$ cat src/rtl/wb_repne_cmps_sequencer.sv
// wb_repne_cmps_sequencer: writeback sequencing of the CMPS uop pair, REPNE replay/terminate and sticky HALT
module wb_repne_cmps_sequencer #(
  parameter int CNT_W  = 32,
  parameter int ITER_W = 16
) (
  input  logic              CLK,
  input  logic              RST,
  input  logic              WB_V,
  input  logic              CS_IS_CMPS_FIRST_UOP_ALL,
  input  logic              CS_IS_CMPS_SECOND_UOP_ALL,
  input  logic              WB_d2_repne_wb,
  input  logic              CS_IS_HALT_WB,
  input  logic [31:0]       current_flags,
  input  logic [CNT_W-1:0]  WB_RESULT_C,
  output logic              cmps_ptr_en,
  output logic              repne_pending,
  output logic              repne_replay,
  output logic              repne_terminate,
  output logic              cmps_done,
  output logic              wb_halt_all,
  output logic              protocol_error,
  output logic [ITER_W-1:0] iter_count
);
  typedef enum logic [1:0] {IDLE, FIRST, REPLAY, HALTED} state_t;
  state_t r_state;
  logic w_first, w_second, w_halt, w_term;
  assign w_first     = WB_V & CS_IS_CMPS_FIRST_UOP_ALL;
  assign w_second    = WB_V & CS_IS_CMPS_SECOND_UOP_ALL;
  assign w_halt      = WB_V & CS_IS_HALT_WB;
  assign w_term      = current_flags[6] | (WB_RESULT_C == '0);
  assign cmps_ptr_en = w_first & ~CS_IS_HALT_WB & (r_state != HALTED);
  always_ff @(posedge CLK) begin
    if (RST) begin
      r_state         <= IDLE;
      repne_pending   <= 1'b0;
      repne_replay    <= 1'b0;
      repne_terminate <= 1'b0;
      cmps_done       <= 1'b0;
      wb_halt_all     <= 1'b0;
      protocol_error  <= 1'b0;
      iter_count      <= '0;
    end else begin
      repne_replay    <= 1'b0;
      repne_terminate <= 1'b0;
      cmps_done       <= 1'b0;
      if (r_state != HALTED) begin
        if (w_halt) begin
          r_state     <= HALTED;
          wb_halt_all <= 1'b1;
        end else if (w_first) begin
          r_state       <= FIRST;
          repne_pending <= 1'b1;
          if (r_state == FIRST) protocol_error <= 1'b1;
        end else if (w_second) begin
          if (r_state != FIRST) begin
            r_state        <= IDLE;
            protocol_error <= 1'b1;
          end else if (!WB_d2_repne_wb) begin
            r_state       <= IDLE;
            cmps_done     <= 1'b1;
            repne_pending <= 1'b0;
          end else if (w_term) begin
            r_state         <= IDLE;
            repne_terminate <= 1'b1;
            repne_pending   <= 1'b0;
            iter_count      <= '0;
          end else begin
            r_state      <= REPLAY;
            repne_replay <= 1'b1;
            iter_count   <= (&iter_count) ? iter_count : iter_count + 1'b1;
          end
        end else if (r_state == REPLAY) begin
          r_state <= IDLE;
        end
      end
    end
  end
endmodule

$ cat config.mk
export PLATFORM = sky130hd
export DESIGN_NAME = wb_repne_cmps_sequencer
export DESIGN_NICKNAME = d
export VERILOG_FILES = /design/src/rtl/wb_repne_cmps_sequencer.sv
export SDC_FILE = /design/constraint.sdc
export NUM_CORES = 1
export LEC_CHECK = 0
export ABC_AREA = 1
export ABC_CLOCK_PERIOD_IN_PS = 2200
export BUFFER_PORTS_ARGS = -buffer_cell sky130_fd_sc_hd__clkbuf_2
export CAP_MARGIN = 5
export CORE_AREA = 5 5 68 70
export CTS_CLUSTER_SIZE = 20
export DETAILED_ROUTE_END_ITERATION = 10
export DIE_AREA = 0 0 73 75
export HOLD_SLACK_MARGIN = 0.15
export PLACE_DENSITY = 0.82
export SETUP_SLACK_MARGIN = 0.5
export SYNTH_ARGS = -nofsm -noshare
export SYNTH_HDL_FRONTEND = slang
export SYNTH_SLANG_ARGS = --single-unit
$ cat constraint.sdc
create_clock -name CLK -period 2.2 [get_ports CLK]
set_input_delay 0.22 -clock CLK [delete_from_list [all_inputs] [get_ports CLK]]
set_output_delay 0.22 -clock CLK [all_outputs]
set_load 0.005 [all_outputs]
==> summary.md <==
| Metric | Value |
|---|---|
| Max-slew violations | 0 |
| Crit path kind | flop to flop |
| Hold path cells | 2 |
| Register area share after synthesis | 27.9% |
| Initial Util | 44.1% |
| Layout fillers | 382 |
| Area grow syn2layout | 32.4% |
| Clock slew at reported path FFs | 0.08 ns |
| Syn Nets | 367 |
| Flop-to-flop setup slack | 0.60 ns |
| Clock Sinks | 24 |
| Via count | 2085 |
| DR pass1 iterations | 4 |
| DRC Markers | 0 |
| Routed Antenna Nets | 0 |
| Yosys warning count | 0 |
| H-Tree Depth | 1 |
| Final setup fails | 0 |
| PD cells | 387 nW/um^2 |
| Pre-CTS setup slack | 0.330 ns |
| Worst Hold Slack | 0.197 ns |
| Largest net degree at the start of global routing | 17 |
| Hold EP | cmps_done |
| Critical Path AT | 1.81 ns |
| R2R depth | 8 |
| Seq pwr share | 50.5% |
| Root buffer cell | clkbuf_8 |
| Std-Cell Rows | 23 |
| # port buffers | 62 |
| Iter 0 DRT Violations | 102 |
| Vias in the first global route | 1979 |
| Hold Path Class | primary input to flop |
| DR WL/cell | 11.9 um |
| Global route overflow | 0 |
| Flops & latches, synth | 24 |
| Synthesized instance count | 293 |
| Diode count | 0 |
| Leakage power | 0.00104 uW |
| Startpoint types | flop |
| Setup crit start | iter_count[5] |
| RSZ-0062 raised after global routing | false |
| # hold bufs at CTS | 0 |
| Hold Startpoint | WB_d2_repne_wb |
| Required @ worst endpoint | 2.40 ns |
| DP Area | 2110 sq um |
| FMAX | 624 MHz |
| Switching Fraction | 25.3% |
| Max-cap violations | 0 |
| Share of layout cells above drive strength 1 | 26.9% |
| Clock power share | 34.2% |
| NetSw | 224 uW |
| Fin crit share | 72.8% |
| Max VDD drop | 0.297 mV |
| Core area | 3910 sq um |
| Commonest non-fill, non-tap cell in the layout | nor2_1 |
| Outcome | finished clean |
| Dpl hpwl | 3620 um |
| PnR worst setup slack | 0.598 ns |
| Setup Skew | 0.00251 ns |
| Most frequent cells in the layout | nor2_1 (73), nand2_1 (68), clkbuf_2 (62) |
| R2R Path End | iter_count[9] |
| Initial antenna violation count | 0 |
| I/O pin cnt | 94 |
| First-pass GRT wire length | 8090 um |
| Syn Area/Cell | 5.88 sq um |
| Fin area | 2280 sq um |
| WL final | 4980 um |
| CTS tree | done |
| Tmin final | 1.60 ns |
| Mapped Area | 1720 sq um |
| Die W | 73 um |
| DIE AREA | 5480 sq um |
| Die height | 75 um |
| RD Place Congestion | 0.914 |
| Setup TNS Final | 0 ns |
| Netlist cell types | 31 |
| Clk buf depth | 2 |
| Total GRT Usage | 18.4% |
| Maximum fanout along the worst path | 7 |
| Vias per std cell | 4.99 |
| Num CTS Buffers | 3 |
| Internal power | 660 uW |
| Final Hold Viols | 0 |
| Endpoint class of the critical path | flop |
| # nets final | 443 |
| Slew headroom | 75.7% |
| Clk_lat worst skew | 0.27 ns |
| Tightest Pin Transition | 0.361 ns |
| FF-to-FF Start | iter_count[5] |
| Combinational share of power | 15.3% |
## flip-flops by register name, summed over array words and instances (netlist names)
name / cells
iter_count: 16
r_state: 2
cmps_done: 1
protocol_error: 1
repne_pending: 1
repne_replay: 1
repne_terminate: 1
wb_halt_all: 1
## worst max-delay path by stage
stage | to | slack (ns) | depth (start not counted)
detailed placement | iter_count[14] | 0.33 | 10
global route | iter_count[15] | 0.49 | 9
floorplan | iter_count[13] | 0.56 | 10
finish | iter_count[9] | 0.60 | 8
global placement | iter_count[14] | 0.35 | 10
CTS | iter_count[9] | 0.53 | 10
## power groups by stage
stage               Clock, uW  Combinational, uW  Sequential, uW
floorplan                   0               63.6             458
global placement            0                127             458
detailed placement          0                131             458
CTS                       312                134             448
global route              329                154             447
finish                    303                135             446
## metal layers
layer / vias up / routed length (um) / global-route usage (%)
li1: 1077 / - / -
met1: 923 / 2010 / 21.4
met4: 0 / 69 / 6.35
met3: 7 / 437 / 3.74
met2: 78 / 2470 / 33.4
met5: - / 0 / 0
## through the flow
stage	std cells	util (%)	power, uW
6_report	418	58.3	884
5_1_grt	418	58.3	930
4_1_cts	415	57.2	894
3_5_place_dp	406	53.9	589
3_3_place_gp	406	53.9	585
2_1_floorplan	293	-	522
## synthesized netlist by cell type (all sizes together)
cell	instances	share of area, %
nor2	78	18
nand2	72	16
inv	35	7.6
nand3	28	8.4
dfxtp	24	28
a21oi	13	3.8
nand4	7	3.4
o21ai	7	2.0
nor3	6	2.0
xor2	5	2.5
and2	3	1.1
ha	3	2.2
buf	2	0.94
clkbuf	2	0.44
xnor2	2	1.0
a21o	1	0.44
a31oi	1	0.36
clkinv	1	0.22
nand3b	1	0.44
nor4	1	0.36
o21bai	1	0.44
## layout make-up
class / count / area, sq um / area share, %
clock buffer: 4 / 55.1 / 2.41
inverter: 36 / 138 / 6.03
multi-input combinational: 229 / 1110 / 48.8
timing repair buffer: 75 / 424 / 18.6
tap: 50 / 62.6 / 2.74
sequential: 24 / 488 / 21.4
## worst max-delay path, stage by stage (launching register included)
cell	delay, ns
dfxtp_1	0.35
buf_4	0.16
inv_1	0.06
nor3_1	0.34
a21o_1	0.20
nand2_1	0.07
nor2_1	0.13
nand3_1	0.10
a21oi_1	0.14
## logic make-up (layout without fill, tap and decap cells)
group / Yosys count / in the layout / synth area share, %
XOR/XNOR: 7 / 7 / 3.56
buffers and inverters: 40 / 115 / 9.22
flip-flops: 24 / 24 / 27.9
AO/OA/AOI/OAI: 23 / 23 / 7.04
AND/OR/NAND/NOR: 196 / 196 / 50.1
adder cells (fa/ha/maj): 3 / 3 / 2.18
## timing repair
item	in CTS	in global routing
buffers inserted	5	3
pin swaps	3	2
resized for setup	8	7
endpoints found under the setup margin	16	13
No activity file was read; power rests on OpenSTA's default activity.
